[src/rtl/stream_mux4_rr.sv]
// rtl/stream_mux4_rr.sv - 4:1 round-robin stream merger with registered output beat and source tag
// Define STREAM_MUX4_PKT_LOCK_EN to add in_last/out_last and hold the grant for a whole packet.
module stream_mux4_rr #(
    parameter int DW = 8
) (
    input  logic            clk,
    input  logic            rst_n,
    input  logic [3:0]      in_valid,
    input  logic [4*DW-1:0] in_data,
`ifdef STREAM_MUX4_PKT_LOCK_EN
    input  logic [3:0]      in_last,
    output logic            out_last,
`endif
    output logic [3:0]      in_ready,
    output logic            out_valid,
    output logic [DW-1:0]   out_data,
    output logic [1:0]      out_sel,
    input  logic            out_ready
);
    typedef enum logic {IDLE = 1'b0, LOCKED = 1'b1} state_t;

    state_t        r_state, w_state_nxt;
    logic [1:0]    r_rr_ptr, w_rr_ptr_nxt;
    logic [1:0]    r_lock_ch, w_lock_ch_nxt;
    logic          r_out_valid;
    logic [DW-1:0] r_out_data;
    logic [1:0]    r_out_sel;
    logic          w_load_en;
    logic          w_found;
    logic          w_xfer;
    logic          w_beat_last;
    logic [1:0]    w_grant;
    logic [3:0]    w_req;

    assign w_load_en = !r_out_valid || out_ready;
    // A locked packet masks every other requester until its last beat.
    assign w_req     = (r_state == LOCKED) ? (in_valid & (4'b0001 << r_lock_ch)) : in_valid;

    always_comb begin
        w_grant = 2'd0;
        w_found = 1'b0;
        for (int k = 0; k < 4; k++) begin
            if (!w_found && w_req[r_rr_ptr + 2'(k)]) begin
                w_grant = r_rr_ptr + 2'(k);
                w_found = 1'b1;
            end
        end
    end

    assign w_xfer   = w_found && w_load_en;
    assign in_ready = (rst_n && w_xfer) ? (4'b0001 << w_grant) : 4'b0000;

`ifdef STREAM_MUX4_PKT_LOCK_EN
    assign w_beat_last = in_last[w_grant];
`else
    assign w_beat_last = 1'b1;
`endif

    always_comb begin
        w_state_nxt   = r_state;
        w_rr_ptr_nxt  = r_rr_ptr;
        w_lock_ch_nxt = r_lock_ch;
        if (w_xfer) begin
            case (r_state)
                IDLE: begin
                    w_rr_ptr_nxt = w_grant + 2'd1;
                    if (!w_beat_last) begin
                        w_state_nxt   = LOCKED;
                        w_lock_ch_nxt = w_grant;
                    end
                end
                LOCKED: begin
                    if (w_beat_last) begin
                        w_state_nxt  = IDLE;
                        w_rr_ptr_nxt = r_lock_ch + 2'd1;
                    end
                end
                default: w_state_nxt = IDLE;
            endcase
        end
    end

    always_ff @(posedge clk or negedge rst_n) begin
        if (!rst_n) begin
            r_state   <= IDLE;
            r_rr_ptr  <= 2'd0;
            r_lock_ch <= 2'd0;
        end else begin
            r_state   <= w_state_nxt;
            r_rr_ptr  <= w_rr_ptr_nxt;
            r_lock_ch <= w_lock_ch_nxt;
        end
    end

    // Data and tag hold when the register empties without a new beat.
    always_ff @(posedge clk or negedge rst_n) begin
        if (!rst_n) begin
            r_out_valid <= 1'b0;
            r_out_data  <= '0;
            r_out_sel   <= 2'd0;
        end else if (w_load_en) begin
            r_out_valid <= w_xfer;
            if (w_xfer) begin
                r_out_data <= in_data[int'(w_grant)*DW +: DW];
                r_out_sel  <= w_grant;
            end
        end
    end

`ifdef STREAM_MUX4_PKT_LOCK_EN
    logic r_out_last;
    always_ff @(posedge clk or negedge rst_n) begin
        if (!rst_n)
            r_out_last <= 1'b0;
        else if (w_xfer)
            r_out_last <= w_beat_last;
    end
    assign out_last = r_out_last;
`endif

    assign out_valid = r_out_valid;
    assign out_data  = r_out_data;
    assign out_sel   = r_out_sel;
endmodule
[config.mk]
export PLATFORM = sky130hd
export DESIGN_NAME = stream_mux4_rr
export DESIGN_NICKNAME = d
export VERILOG_FILES = /design/src/rtl/stream_mux4_rr.sv
export SDC_FILE = /design/constraint.sdc
export NUM_CORES = 1
export LEC_CHECK = 0
export CORE_ASPECT_RATIO = 2
export CORE_UTILIZATION = 35
export DETAILED_ROUTE_END_ITERATION = 6
export GPL_TIMING_DRIVEN = 0
export HOLD_SLACK_MARGIN = 0.05
export PLACE_DENSITY = 0.75
export SYNTH_ARGS = -nofsm -noshare
export SYNTH_HDL_FRONTEND = slang
export SYNTH_SLANG_ARGS = --single-unit
[constraint.sdc]
create_clock -name clk -period 1.6 [get_ports clk]
set_clock_uncertainty 0.1 [all_clocks]
set_input_delay 0.4 -clock clk [delete_from_list [all_inputs] [get_ports clk]]
set_output_delay 0.4 -clock clk [all_outputs]
set_load 0.005 [all_outputs]
* Word-level counts from Yosys, hierarchy flattened
Index checks and enable logic that the tools add are counted.
** Storage, ports and cells
- Output and inout port bits :: 15
- Bits in registers :: 13
** Operators by class
- Order comparisons :: 4
- Shift-type cells :: 2
- Add/sub/neg operators :: 4
- Reductions and logical operators :: 11
- Mux-type cells :: 17
** Operator list (number)
- $shiftx A32 B6 Y8 :: 1
- $lt A2 B3 Y1 const B :: 4
- $bmux W1 S2 :: 4
- $mux W1 :: 8
- $mux W2 :: 4
- $logic_and A1 B1 Y1 :: 5
- $add A2 B1 Y2 const B :: 2
- $add A2 B2 Y2 const B :: 2
- $logic_not A1 Y1 :: 4
- $mux W4 :: 1
- $shl A1 B2 Y4 const A :: 1
- $reduce_and A2 Y1 :: 1
- $logic_or A1 B1 Y1 :: 1

* Depth between registers and ports, before layout
- Word-level depth :: 15
- Mapped depth :: 7
- Gate-level depth less buffers :: 5

* Worst setup path before layout
No wires, ideal clock.
- Kind :: flip-flop to output port
- Start :: register r_rr_ptr[1]
- End :: output in_ready[1]
- Slack :: -0.171 ns
- Arrival :: 1.271 ns
- Cell stages (with the launch flop) :: 7
- Required time :: 1.100 ns
- Cell sequence :: dfrtp_1 -> buf_6 -> mux2i_2 -> a2bb2oi_2 -> nand2_2 -> buf_12 -> nor3b_1
** Between the ends
- Word-level cells in the longest chain between the ends :: 15
- Elaborated cells between the ends (all ways) :: 29
** RTL lines
- start: declaration :: RTL line 23 : logic [1:0] r_rr_ptr, w_rr_ptr_nxt;
- start signal: assignment :: RTL line 90 : r_rr_ptr <= w_rr_ptr_nxt;
- parallel branches: the longest is 14 deep, another holds $add A2 B1 Y2
- $mux W4 * :: RTL line 51 : assign in_ready = (rst_n && w_xfer) ? (4'b0001 << w_grant) : 4'b0000;
- end: declaration :: RTL line 14 : output logic [3:0] in_ready,
Mark *: on every way between the ends. The select of a mux whose other input is x is not followed.

* Worst setup path after layout
Ends and elaborated chain as after synthesis.

==> reports/qor.yml <==
status: "finished with violations"
violations: "negative setup slack"
cts_root_buf: "clkbuf_8"
cp.buffers_inverters: 3
synth_top_area_share_pct: 31.0
path_clk_slew_ns: 0.06
p_total_mw: 2.73
async_reset_ff_share_pct: 100
p_leak_nw: 0.878
drt_iter0_drc: 26
dp_hpwl_um: 2340
io_pins: 54
yosysSeqAreaShare_pct: 31.0
clk_latency_ns: 0.25
finalInstanceArea_um2: 2110
ys_types: 37
rows: 27
area_growth_pct: 101
synth_edf_count: 0
cts_tree: "done"
ir_drop_mv: 0.896
pwr-share-clk_pct: 11.3
end_kind: "primary output"
place_area_um2: 1640
nets: 224
clockBufferDepth: 2
grt_pass1_wl_um: 5300
die-area_um2: 3230
power_density_nw_per_um2: 1290
finalHoldViolCount: 0
syn_inst: 104
synth.avg_cell_area_um2: 10.1
r2r_slack_ns: -0.45
max_freq_mhz: 467
diodes: 0
tightest_slew_ns: 0.449
die_y_um: 79.4
grt_use_total_pct: 24.0
syn-num-nets: 143
ant_nets: 0
slowest_delay_ns: 0.37
internal_power_mw: 1.68
synth_area_leaders: "dfrtp_1, mux2i_1, a211oi_2"
worstPathArrival_ns: 1.64
setup_viol: 14
io_buffer_count: 53
yosys.area.top_type: "dfrtp_1"
synth-seq-cells: 13
crit_family: "buffers and inverters"
chipWidth_um: 40.7
numClockSinks: 13
post-route-util_pct: 75.1
p_comb_share_pct: 68.8
avgViaCountPerCell: 5.64
post-synth-top-count-cell: "dfrtp_1"
overflow: 0
drcViolationCount: 0
wl_per_cell_um: 18.0
p_sw_share_pct: 38.3
start_kind: "flop"
slew_headroom_pct: 70.1
num_vias: 1201
cts_max_level: 1
cp_cell_sequence: "buf_6, mux2i_4, a2bb2oi_4, nand2_2, buf_12, nor3b_4, buf_2"
min_path_type: "in2async"
layout_min_cycle_time_ns: 2.14
seqPwrFrac_pct: 19.9
fin_cells: 213
gp_congestion: 0.721
rsz0062_at_grt: "true"
start_util_pct: 37.4
ys.flop_type: "dfrtp_1"
power_switching_mw: 1.04
critical_path.slowest_cell: "dfrtp_1"
drive_gt1_share_pct: 45.7
cts_buffers: 3
yosysWarnings: 0
placed_cells: 186
syn_area_um2: 1050
finalWorstSetupSlack_ns: -0.541
drv_slew: 0
drt-total-wl_um: 3840
yosys-top-cells-count: "dfrtp_1, nor2_1, nand2_1, mux2i_1, o21ai_0"
grt_max_degree: 15
cp_max_fo: 6
cap_violations: 0
dr.pass1.iters: 4
antenna_found_initial: 0
critical_path_class: "reg2out"
hold-worst-slack_ns: 0.0831
crit_required_ns: 1.10
period_share_pct: 134
core_area_um2: 2800
grt_pass1_vias: 1182
cells by family after synthesis:
family | after synthesis | synth area share (%)
compound gates | 34 | 31.3
xor+xnor | 1 | 0.835
buf+inv | 6 | 5.13
flops | 13 | 31.0
mux | 9 | 8.95
simple gates | 41 | 22.8
final cells by class:
type,instances,area [µm²]
Tap cell,29,36.3
Inverter,2,7.51
Clock buffer,4,45.0
Buffer,4,57.6
Multi-Input combinational cell,85,911
Timing Repair Buffer,76,723
Fill cell,186,697
Sequential cell,13,327
worst register-to-register path, cell delays in order, from the launching register on:
cell	delay, ns
dfrtp_1	0.34
buf_6	0.13
mux2i_4	0.28
buf_6	0.14
o2bb2ai_4	0.13
buf_4	0.14
buf_6	0.08
buf_6	0.08
buf_6	0.10
o21ai_0	0.08
and3_1	0.18
a211oi_2	0.19
timing repair:
item,in CTS,in global routing
endpoints found under the hold margin,0,0
hold buffers,0,0
setup endpoints to repair,21,20
pin swaps,14,12
buffers inserted,17,9
resized for setup,75,34
final timing paths:
check	depth (start not counted)	startpoint	endpoint
hold / removal	1	rst_n	out_valid
setup / recovery	7	r_rr_ptr[1]	in_ready[1]
max in group asynchronous	1	rst_n	r_rr_ptr[0]
setup reg to reg	11	r_rr_ptr[1]	out_data[2]
hold reg to reg	1	out_sel[1]	out_sel[1]
min in group clk	1	out_sel[1]	out_sel[1]
metal layers:
metal	vias to the layer above	routed length [µm]	track usage (%)
met4	0	79	9.33
met1	595	1360	24.6
li1	557	-	-
met3	8	140	2.51
met2	41	2260	44.4
met5	-	0	0
state kept, by name (all words and copies together), names as in the netlist:
register and flops:
out_data 8, out_sel 2, out_valid 1, r_rr_ptr 2
power groups by stage:
| stage | sequential, mW | clock [mW] | combinational, mW |
|---|---|---|---|
| after floorplan | 0.551 | 0 | 0.737 |
| after global placement | 0.545 | 0 | 1.20 |
| after detailed placement | 0.551 | 0 | 1.23 |
| after CTS | 0.542 | 0.304 | 1.55 |
| after global routing | 0.555 | 0.323 | 1.97 |
| final | 0.542 | 0.308 | 1.88 |
per-stage QoR:
step | setup slack [ns] | TNS, ns
after global placement | -1.50 | -13.99
after global routing | -0.587 | -5.63
after floorplan | -0.0938 | -0.473
after detailed placement | -1.49 | -14.45
final | -0.541 | -4.96
after CTS | -0.542 | -4.24
cell usage in the layout, fill, tap and decap left out, types with 4 or more instances in the layout:
cell type and count:
clkdlybuf4s50_1 32, buf_4 14, dfrtp_1 12, nor2_1 10
buf_6 9, a211oi_2 8, buf_2 8, nand2_1 6
dlygate4sd2_1 6, dlymetal6s2s_1 6, nand3_1 5, mux2i_1 5
nand2_2 4, o21ai_0 4, and3_1 4
Power figures use the tool's default switching activity.
